==> src/rtl/zynq_axi_arb_pkg.sv <==
// zynq_axi_arb_pkg: FSM state encodings and fixed AXI3 attribute values
// shared by the two-requester AXI master arbiter.
package zynq_axi_arb_pkg;
    typedef enum logic [1:0] {W_IDLE, W_ADDR, W_DATA, W_RESP} wr_state_e;
    typedef enum logic [1:0] {R_IDLE, R_ADDR, R_DATA} rd_state_e;
    localparam logic [1:0] AXI_LOCK  = 2'b00;
    localparam logic [3:0] AXI_CACHE = 4'b0011;
    localparam logic [2:0] AXI_PROT  = 3'b000;
    localparam logic [3:0] AXI_QOS   = 4'b0000;
    function automatic logic [1:0] onehot2(input logic idx);
        return idx ? 2'b10 : 2'b01;
    endfunction
endpackage

==> src/rtl/zynq_axi_rr_arb2.sv <==
// zynq_axi_rr_arb2: two-input round-robin arbiter; the registered pointer
// favours the requester not granted last and only moves when a grant is taken.
module zynq_axi_rr_arb2 (
    input  logic       clk_i,
    input  logic       rst_ni,
    input  logic [1:0] req_i,
    input  logic       en_i,
    output logic       gnt_o
);
    logic ptr_q, ptr_d;
    assign gnt_o = &req_i ? ptr_q : req_i[1];
    assign ptr_d = (en_i && |req_i) ? ~gnt_o : ptr_q;
    always_ff @(posedge clk_i or negedge rst_ni)
        if (!rst_ni) ptr_q <= 1'b0;
        else         ptr_q <= ptr_d;
endmodule

==> src/rtl/zynq_axi_m_arbiter.sv <==
// zynq_axi_m_arbiter: arbitrates two AXI3 requesters onto one master port with
// independent write/read FSMs. ZYNQ_AXI_ARB_PERF_CNT_EN enables burst counters.
module zynq_axi_m_arbiter
    import zynq_axi_arb_pkg::*;
#(
    parameter int ADDR_W = 32,
    parameter int DATA_W = 32,
    parameter int LEN_W  = 4,
    parameter int ID_W   = 6
) (
    input  logic                         aclk,
    input  logic                         aresetn,
    input  logic [1:0][ADDR_W-1:0]       s_awaddr,
    input  logic [1:0][LEN_W-1:0]        s_awlen,
    input  logic [1:0][2:0]              s_awsize,
    input  logic [1:0][1:0]              s_awburst,
    input  logic [1:0]                   s_awvalid,
    output logic [1:0]                   s_awready,
    input  logic [1:0][DATA_W-1:0]       s_wdata,
    input  logic [1:0][DATA_W/8-1:0]     s_wstrb,
    input  logic [1:0]                   s_wlast,
    input  logic [1:0]                   s_wvalid,
    output logic [1:0]                   s_wready,
    output logic [1:0][1:0]              s_bresp,
    output logic [1:0]                   s_bvalid,
    input  logic [1:0]                   s_bready,
    input  logic [1:0][ADDR_W-1:0]       s_araddr,
    input  logic [1:0][LEN_W-1:0]        s_arlen,
    input  logic [1:0][2:0]              s_arsize,
    input  logic [1:0][1:0]              s_arburst,
    input  logic [1:0]                   s_arvalid,
    output logic [1:0]                   s_arready,
    output logic [1:0][DATA_W-1:0]       s_rdata,
    output logic [1:0][1:0]              s_rresp,
    output logic [1:0]                   s_rlast,
    output logic [1:0]                   s_rvalid,
    input  logic [1:0]                   s_rready,
    output logic [ID_W-1:0]              m00_axi_awid,
    output logic [ADDR_W-1:0]            m00_axi_awaddr,
    output logic [LEN_W-1:0]             m00_axi_awlen,
    output logic [2:0]                   m00_axi_awsize,
    output logic [1:0]                   m00_axi_awburst,
    output logic [1:0]                   m00_axi_awlock,
    output logic [3:0]                   m00_axi_awcache,
    output logic [2:0]                   m00_axi_awprot,
    output logic [3:0]                   m00_axi_awqos,
    output logic                         m00_axi_awvalid,
    input  logic                         m00_axi_awready,
    output logic [ID_W-1:0]              m00_axi_wid,
    output logic [DATA_W-1:0]            m00_axi_wdata,
    output logic [DATA_W/8-1:0]          m00_axi_wstrb,
    output logic                         m00_axi_wlast,
    output logic                         m00_axi_wvalid,
    input  logic                         m00_axi_wready,
    input  logic [ID_W-1:0]              m00_axi_bid,
    input  logic [1:0]                   m00_axi_bresp,
    input  logic                         m00_axi_bvalid,
    output logic                         m00_axi_bready,
    output logic [ID_W-1:0]              m00_axi_arid,
    output logic [ADDR_W-1:0]            m00_axi_araddr,
    output logic [LEN_W-1:0]             m00_axi_arlen,
    output logic [2:0]                   m00_axi_arsize,
    output logic [1:0]                   m00_axi_arburst,
    output logic [1:0]                   m00_axi_arlock,
    output logic [3:0]                   m00_axi_arcache,
    output logic [2:0]                   m00_axi_arprot,
    output logic [3:0]                   m00_axi_arqos,
    output logic                         m00_axi_arvalid,
    input  logic                         m00_axi_arready,
    input  logic [ID_W-1:0]              m00_axi_rid,
    input  logic [DATA_W-1:0]            m00_axi_rdata,
    input  logic [1:0]                   m00_axi_rresp,
    input  logic                         m00_axi_rlast,
    input  logic                         m00_axi_rvalid,
    output logic                         m00_axi_rready,
    output logic [1:0][31:0]             grant_cnt_o
);
    wr_state_e  w_q;
    rd_state_e  r_q;
    logic       gw_q, gw_d, gr_q, gr_d;
    logic [1:0] sel_w, sel_r, b_sel, r_sel;
    logic       unused_ids;
    assign unused_ids = ^{m00_axi_bid, m00_axi_rid};

    zynq_axi_rr_arb2 u_aw_arb (.clk_i(aclk), .rst_ni(aresetn), .req_i(s_awvalid),
                               .en_i(w_q == W_IDLE), .gnt_o(gw_d));
    zynq_axi_rr_arb2 u_ar_arb (.clk_i(aclk), .rst_ni(aresetn), .req_i(s_arvalid),
                               .en_i(r_q == R_IDLE), .gnt_o(gr_d));

    always_ff @(posedge aclk or negedge aresetn)
        if (!aresetn) begin
            w_q  <= W_IDLE;
            gw_q <= 1'b0;
        end else begin
            case (w_q)
                W_IDLE:  if (|s_awvalid) begin
                             w_q  <= W_ADDR;
                             gw_q <= gw_d;
                         end
                W_ADDR:  if (m00_axi_awvalid && m00_axi_awready) w_q <= W_DATA;
                W_DATA:  if (m00_axi_wvalid && m00_axi_wready && m00_axi_wlast) w_q <= W_RESP;
                W_RESP:  if (m00_axi_bvalid && m00_axi_bready) w_q <= W_IDLE;
                default: w_q <= W_IDLE;
            endcase
        end

    always_ff @(posedge aclk or negedge aresetn)
        if (!aresetn) begin
            r_q  <= R_IDLE;
            gr_q <= 1'b0;
        end else begin
            case (r_q)
                R_IDLE:  if (|s_arvalid) begin
                             r_q  <= R_ADDR;
                             gr_q <= gr_d;
                         end
                R_ADDR:  if (m00_axi_arvalid && m00_axi_arready) r_q <= R_DATA;
                R_DATA:  if (m00_axi_rvalid && m00_axi_rready && m00_axi_rlast) r_q <= R_IDLE;
                default: r_q <= R_IDLE;
            endcase
        end

    assign sel_w = onehot2(gw_q);
    assign sel_r = onehot2(gr_q);

    assign m00_axi_awid    = {{(ID_W-1){1'b0}}, gw_q};
    assign m00_axi_awaddr  = s_awaddr[gw_q];
    assign m00_axi_awlen   = s_awlen[gw_q];
    assign m00_axi_awsize  = s_awsize[gw_q];
    assign m00_axi_awburst = s_awburst[gw_q];
    assign m00_axi_awlock  = AXI_LOCK;
    assign m00_axi_awcache = AXI_CACHE;
    assign m00_axi_awprot  = AXI_PROT;
    assign m00_axi_awqos   = AXI_QOS;
    assign m00_axi_awvalid = (w_q == W_ADDR) && s_awvalid[gw_q];
    assign s_awready       = (w_q == W_ADDR && m00_axi_awready) ? sel_w : 2'b00;

    // W beats are held off until the FSM reaches W_DATA for the granted requester
    assign m00_axi_wid    = {{(ID_W-1){1'b0}}, gw_q};
    assign m00_axi_wdata  = s_wdata[gw_q];
    assign m00_axi_wstrb  = s_wstrb[gw_q];
    assign m00_axi_wlast  = s_wlast[gw_q];
    assign m00_axi_wvalid = (w_q == W_DATA) && s_wvalid[gw_q];
    assign s_wready       = (w_q == W_DATA && m00_axi_wready) ? sel_w : 2'b00;

    assign b_sel          = (w_q == W_RESP) ? sel_w : 2'b00;
    assign s_bvalid       = m00_axi_bvalid ? b_sel : 2'b00;
    assign m00_axi_bready = (w_q == W_RESP) && s_bready[gw_q];

    assign m00_axi_arid    = {{(ID_W-1){1'b0}}, gr_q};
    assign m00_axi_araddr  = s_araddr[gr_q];
    assign m00_axi_arlen   = s_arlen[gr_q];
    assign m00_axi_arsize  = s_arsize[gr_q];
    assign m00_axi_arburst = s_arburst[gr_q];
    assign m00_axi_arlock  = AXI_LOCK;
    assign m00_axi_arcache = AXI_CACHE;
    assign m00_axi_arprot  = AXI_PROT;
    assign m00_axi_arqos   = AXI_QOS;
    assign m00_axi_arvalid = (r_q == R_ADDR) && s_arvalid[gr_q];
    assign s_arready       = (r_q == R_ADDR && m00_axi_arready) ? sel_r : 2'b00;

    assign r_sel          = (r_q == R_DATA) ? sel_r : 2'b00;
    assign s_rvalid       = m00_axi_rvalid ? r_sel : 2'b00;
    assign m00_axi_rready = (r_q == R_DATA) && s_rready[gr_q];

    for (genvar i = 0; i < 2; i++) begin : g_route
        assign s_bresp[i] = b_sel[i] ? m00_axi_bresp : 2'b00;
        assign s_rdata[i] = r_sel[i] ? m00_axi_rdata : '0;
        assign s_rresp[i] = r_sel[i] ? m00_axi_rresp : 2'b00;
        assign s_rlast[i] = r_sel[i] && m00_axi_rlast;
    end

`ifdef ZYNQ_AXI_ARB_PERF_CNT_EN
    logic [1:0][31:0] cnt_q, cnt_d;
    logic [1:0]       b_done, r_done;
    assign b_done = s_bvalid & s_bready;
    assign r_done = s_rvalid & s_rready & s_rlast;
    for (genvar i = 0; i < 2; i++) begin : g_cnt
        assign cnt_d[i] = cnt_q[i] + 32'(b_done[i]) + 32'(r_done[i]);
    end
    always_ff @(posedge aclk or negedge aresetn)
        if (!aresetn) cnt_q <= '0;
        else          cnt_q <= cnt_d;
    assign grant_cnt_o = cnt_q;
`else
    assign grant_cnt_o = '0;
`endif
endmodule

==> config.mk <==
export PLATFORM = sky130hd
export DESIGN_NAME = zynq_axi_m_arbiter
export DESIGN_NICKNAME = d
export VERILOG_FILES = /design/src/rtl/zynq_axi_arb_pkg.sv /design/src/rtl/zynq_axi_rr_arb2.sv /design/src/rtl/zynq_axi_m_arbiter.sv
export SDC_FILE = /design/constraint.sdc
export NUM_CORES = 1
export LEC_CHECK = 0
export ABC_AREA = 1
export CAP_MARGIN = 15
export CORE_AREA = 2 2 241 243
export DETAILED_ROUTE_END_ITERATION = 10
export DIE_AREA = 0 0 243 245
export SLEW_MARGIN = 40
export SYNTH_ARGS = -nofsm -noshare
export SYNTH_HDL_FRONTEND = slang
export SYNTH_SLANG_ARGS = --single-unit
==> constraint.sdc <==
create_clock -name aclk -period 1.5 [get_ports aclk]
set_clock_uncertainty 0.05 [all_clocks]
set_input_delay 0.225 -clock aclk [delete_from_list [all_inputs] [get_ports aclk]]
set_output_delay 0.225 -clock aclk [all_outputs]
set_load 0.005 [all_outputs]
==> results of run 1 <==
## cell usage after synthesis
master    instances  share of area
nand2_1         379           0.42
buf_4           111           0.24
nor2_1           90          0.099
inv_1            54          0.059
buf_2            27          0.040
dfrtp_1           8          0.059
ha_1              5          0.018
nor3_1            5         0.0073
clkbuf_1          4         0.0044
nand2_2           4         0.0073
nand3_1           4         0.0059
a21oi_1           3         0.0044
o21ai_0           3         0.0044
a21boi_0          2         0.0044
conb_1            2         0.0022
inv_2             2         0.0022
nand4_1           2         0.0037
a21oi_2           1         0.0026
and2_1            1         0.0018
nand3_2           1         0.0029
nor2_2            1         0.0018
nor2_4            1         0.0033
o21ai_1           1         0.0015
o21bai_1          1         0.0022
or2_2             1         0.0018
## sequential cells by signal, indices dropped and copies added, names as in the netlist
name / flops
u_ar_arb.ptr_q: 1
w_q: 2
u_aw_arb.ptr_q: 1
gr_q: 1
r_q: 2
gw_q: 1
## worst reg2reg max path, stage by stage, from the launching register on
cell and delay (ns):
dfrtp_4 0.47, buf_12 0.18, buf_12 0.14, buf_12 0.14
nand2_4 0.06, buf_6 0.11, nand2_4 0.05, nand3_4 0.08
nand2_4 0.09, nand3_2 0.07, nand2_1 0.07, nand2_1 0.06
## metal layers
layer / global-route usage / routed length (um) / part of all wire / vias to the layer above
met4: 0.02815 / 937 / 0.027 / 4
met3: 0.03422 / 2829 / 0.082 / 43
li1: - / - / - / 3168
met1: 0.1071 / 12430 / 0.36 / 2945
met5: 0 / 23 / 0.00067 / -
met2: 0.1971 / 18280 / 0.53 / 399
## cell families after synthesis
kind of cell               after synthesis  synth area share
DFF                                      8           0.05865
AOI/OAI and AO/OA                       11           0.01942
other                                    2          0.002200
buffers and inverters                  198            0.3497
adders and majority gates                5           0.01833
and+or+nand+nor                        489            0.5517
## where the power goes
part | switching (mW) | internal (mW)
clock | 0.142 | 0.358
sequential | 0.143 | 0.345
combinational | 7.53 | 9.02
## cell type report
| cell class | count | area, um^2 |
|---|---|---|
| fill | 6308 | 44550 |
| timing repair buffer | 680 | 6858 |
| multi-input combinational | 610 | 4140 |
| tap | 765 | 957.2 |
| inverter | 56 | 235.2 |
| sequential | 8 | 206.4 |
| clock buffer | 4 | 78.83 |
| antenna | 4 | 10.01 |
## timing repair
action	in CTS	in global routing
endpoints found under the hold margin	0	0
pin swaps	37	97
gates cloned	22	5
gates resized for setup	961	634
endpoints found under the setup margin	213	215
hold buffers	0	0
setup buffers	90	43
## worst max-delay path by stage
stage,startpoint,endpoint,slack (ns),cells after the start
detailed placement,m00_axi_awready,s_awready[0],-0.52,4
global route,r_q[1]$_DFFE_PN0P_,s_rdata[14],-0.44,9
CTS,gw_q$_DFFE_PN0P_,m00_axi_wstrb[3],-0.52,7
floorplan,gr_q$_DFFE_PN0P_,s_rdata[10],0.16,6
finish,r_q[1]$_DFFE_PN0P_,s_rdata[11],-0.36,9
global placement,m00_axi_awready,s_awready[0],-0.55,4
## metrics by stage
step / utilization / setup WS (ns)
after global routing: 0.2188 / -0.4438
final: 0.2189 / -0.3638
after global placement: 0.1640 / -0.5473
after floorplan: - / 0.1562
after CTS: 0.1977 / -0.5151
after detailed placement: 0.1640 / -0.5241
==> impl_metrics.tcl, run 1 <==
set metrics [dict create \
    status "finished, violations left" \
    violations "setup timing" \
    fin_ws_ns -0.3638 \
    drc 0 \
    rsz0062_at_grt "true" \
    overflow 0 \
    hold_viol 0 \
    fp.dieW_um 243 \
    ys_ff_latch 8 \
    crit_buf_inv 6 \
    rows 88 \
    dr.pass1.iters 4 \
    period_needed_ns 1.864 \
    timing.final.crit_share 1.243 \
    critPathMostFrequentCell "buf_6" \
    grt_pass1_vias 6577 \
    die_h_um 245 \
    final-setup-viol-count 214 \
    peakVddDrop_mv 0.9178 \
    synth_seq_area_share 0.05865 \
    holdWs_ns 0.2319 \
    total_power_mw 17.54 \
    grt_pass1_wl_um 43810 \
    ys_types 25 \
    dp.cells 1993 \
    crit_arrival_ns 1.59 \
    gp_congestion 0.7579 \
    clkTransAtPathRegs_ns 0.04 \
    timing.rr.end "w_q[0]$_DFFE_PN0P_" \
    cp-start-kind "register" \
    synth_cells 713 \
    clock_tree.root_cell "clkbuf_16" \
    rr_worst_depth 11 \
    crit_chain "inv_2 > nor2_4 > buf_6 > nand2_8 > buf_12 > buf_6 > buf_6 > nor2_1 > buf_2" \
    synth_area_um2 3413 \
    nets 1668 \
    cp_slowest_cell "dfrtp_1" \
    hold_class "input port to async pin" \
    start_util 0.05985 \
    final_cell_area_um2 12490 \
    vias_per_cell 3.084 \
    vias 6559 \
    grt_max_degree 16 \
    fin_tns_setup_ns -49.59 \
    crit_path_end_kind "primary output" \
    clock_path_buffers 2 \
    final_antenna_net_count 0 \
    cpPeakStageDelay_ns 0.36 \
    rrSetupSlack_ns -0.19 \
    h-tree-depth 1 \
    mostFrequentLayoutCells "clkdlybuf4s50_1 (291), nand2_2 (152), buf_6 (135), nand2_1 (126), buf_2 (120)" \
    yosys_warnings 0 \
    port_buffers 502 \
    leakage_nw 6.205 \
    required_ns 1.22 \
    drive_gt1_frac 0.5523 \
    clock-sinks 8 \
    placed_area_um2 9356 \
    cts_tree "done" \
    dpl.hpwl_um 25390 \
    criticalPathCategory "register to primary output" \
    initialDrtViolationCount 127 \
    grt_util_all_layers 0.1033 \
    syn_area_per_cell_um2 4.787 \
    die_area_um2 59540 \
    instances_no_fill 2127 \
    core_um2 57030 \
    ioPinCount 620 \
    area_growth_pct 265.8 \
    max_cap_viol_count 0 \
    worst_skew_pair.late_latency_ns 0.24 \
    power-per-cell-area_nw_per_um2 1405 \
    clock.fmax_mhz 536.5 \
    drv_slew 0 \
    final_common_cell "clkdlybuf4s50_1" \
    numCtsBuffers 3 \
    r2r_start "gw_q$_DFFE_PN0P_" \
    wl_per_cell_um 16.22 \
    path_delay_family "buffers and inverters" \
    antenna_found_initial 8 \
    worst-path-max-fanout 6 \
    finalWirelength_um 34500 \
]
Note: power is estimated with default switching activity, not from simulation.
==> run 2, diff against run 1 <==
PLACE_DENSITY = 0.35   (was default)
==> run 2 against run 1 <==
The run still ends with setup timing left. Cell area is 3.1% lower. Flip-flop and latch count stayed put. Routed wire length is 13% lower. Register-to-register slack worse by 0.15 ns. Critical endpoint is now m00_axi_wdata[6]. Largest cell class unchanged.
==> impl_metrics.tcl, run 2 (synthesized netlist as in run 1, its figures left out) <==
set metrics [dict create \
    grt_util_all_layers 0.08806 \
    drc 0 \
    hold_viol 0 \
    fp.dieW_um 243 \
    die_area_um2 59540 \
    overflow 0 \
    total_power_mw 16.63 \
    h-tree-depth 1 \
    drive_gt1_frac 0.5047 \
    crit_arrival_ns 1.66 \
    drv_slew 0 \
    violations "setup timing" \
    clock-sinks 8 \
    worst_skew_pair.late_latency_ns 0.24 \
    use_met2 0.1701 \
    final-setup-viol-count 214 \
    place_ws_ns -0.6307 \
    clkTransAtPathRegs_ns 0.04 \
    numCtsBuffers 3 \
    area_growth_pct 254.6 \
    vias_per_cell 3.055 \
    max_cap_viol_count 0 \
    cts_tree "done" \
    finalWirelength_um 29930 \
    rsz0062_at_grt "true" \
    reg_top3 "r_q x2, w_q x2" \
    hold_class "input port to async pin" \
    required_ns 1.22 \
    vias 6544 \
    fin_ws_ns -0.4351 \
    cts_hold_buf 0 \
    grt_pass1_wl_um 39620 \
    timing.final.crit_share 1.290 \
    fill_cells 6494 \
    peakVddDrop_mv 0.7716 \
    criticalPathCategory "register to primary output" \
    busiest_layer "met2" \
    clock_tree.root_cell "clkbuf_16" \
    clock_path_buffers 2 \
    instances_no_fill 2142 \
    ioPinCount 620 \
    grt_max_degree 18 \
    nets 1685 \
    crit_path_end_kind "primary output" \
    finish.utilization 0.2122 \
    dr.pass1.iters 4 \
    use_met3 0.03029 \
    dp.cells 1993 \
    status "finished, violations left" \
    mostFrequentLayoutCells "clkdlybuf4s50_1 (291), nand2_1 (199), buf_2 (139), nand2_2 (129), buf_6 (121)" \
    antenna_found_initial 5 \
    wl_per_cell_um 13.97 \
    power-per-cell-area_nw_per_um2 1374 \
    cp-start-kind "register" \
    die_h_um 245 \
    gp_congestion 0.8574 \
    core_um2 57030 \
    start_util 0.05985 \
    worst-path-max-fanout 8 \
    period_needed_ns 1.935 \
    final_antenna_net_count 0 \
    clock.fmax_mhz 516.8 \
    port_buffers 502 \
    rows 88 \
    leakage_nw 6.074 \
    grt_util_met1 0.09006 \
    final_common_cell "clkdlybuf4s50_1" \
    initialDrtViolationCount 98 \
    grt_pass1_vias 6508 \
    dpl.hpwl_um 21730 \
]
## run 2: repair_timing
action	in CTS	in global routing
buffers inserted	79	72
setup endpoints to repair	215	215
resized for setup	787	621
pin swaps	28	65
cloned	16	7
## run 2: final cells by class
| class | instances | area, um^2 | area share |
|---|---|---|---|
| inverter | 56 | 225.2 | 0.01861 |
| multi-input combinational | 610 | 3681 | 0.3041 |
| timing repair buffer | 697 | 6950 | 0.5743 |
| clock buffer | 4 | 78.83 | 0.006513 |
| antenna | 2 | 5.005 | 0.0004135 |
| tap | 765 | 957.2 | 0.07909 |
| sequential | 8 | 205.2 | 0.01695 |
## run 2: critical path, stage by stage (launching register included)
cell and delay [ns]:
dfrtp_4 0.51, buf_12 0.17, buf_4 0.14, buf_8 0.12, buf_8 0.14, buf_4 0.14, nand2_2 0.04, nand2_1 0.05
buf_2 0.12
## run 2: per-layer routing
metal  wire, um  part of all wire  vias up
li1           -                 -     3204
met1      10790              0.36     2900
met2      15690              0.52      402
met3       2649             0.089       34
met4        768             0.026        4
met5         24           0.00080        -
## run 2: path summary, 6_finish.rpt
check                      depth (start not counted)                  startpoint                         end  slack [ns]
min reg2reg                                        2  u_ar_arb.ptr_q$_DFFE_PN0P_  u_ar_arb.ptr_q$_DFFE_PN0P_        0.43
min                                                2                     aresetn  u_ar_arb.ptr_q$_DFFE_PN0P_        0.25
max                                                8            gw_q$_DFFE_PN0P_            m00_axi_wdata[6]       -0.44
min in group aclk                                  2  u_ar_arb.ptr_q$_DFFE_PN0P_  u_ar_arb.ptr_q$_DFFE_PN0P_        0.43
max reg2reg                                       11            gw_q$_DFFE_PN0P_          w_q[1]$_DFFE_PN0P_       -0.34
max in group asynchronous                          2                     aresetn            gw_q$_DFFE_PN0P_        0.98
## run 2: metrics by stage
stage | instance area (um^2) | hold WS [ns] | TNS [ns]
floorplan | 3800 | -0.1206 | 0
global placement | 9355 | 0.4144 | -67.29
detailed placement | 9355 | 0.4279 | -68.71
CTS | 10740 | 0.2406 | -73.50
global route | 12100 | 0.2633 | -69.37
finish | 12100 | 0.2461 | -55.76
## run 2: power breakdown
group | internal (mW) | total (mW) | switching (mW)
combinational | 8.88 | 15.7 | 6.79
clock | 0.357 | 0.488 | 0.131
sequential | 0.342 | 0.476 | 0.134
total | 9.58 | 16.6 | 7.05
==> run 3, diff against run 2 <==
GPL_ROUTABILITY_DRIVEN = 0   (was default)
==> results of run 3 <==
No change in the layout: final DEF, timing and power equal those of run 2.
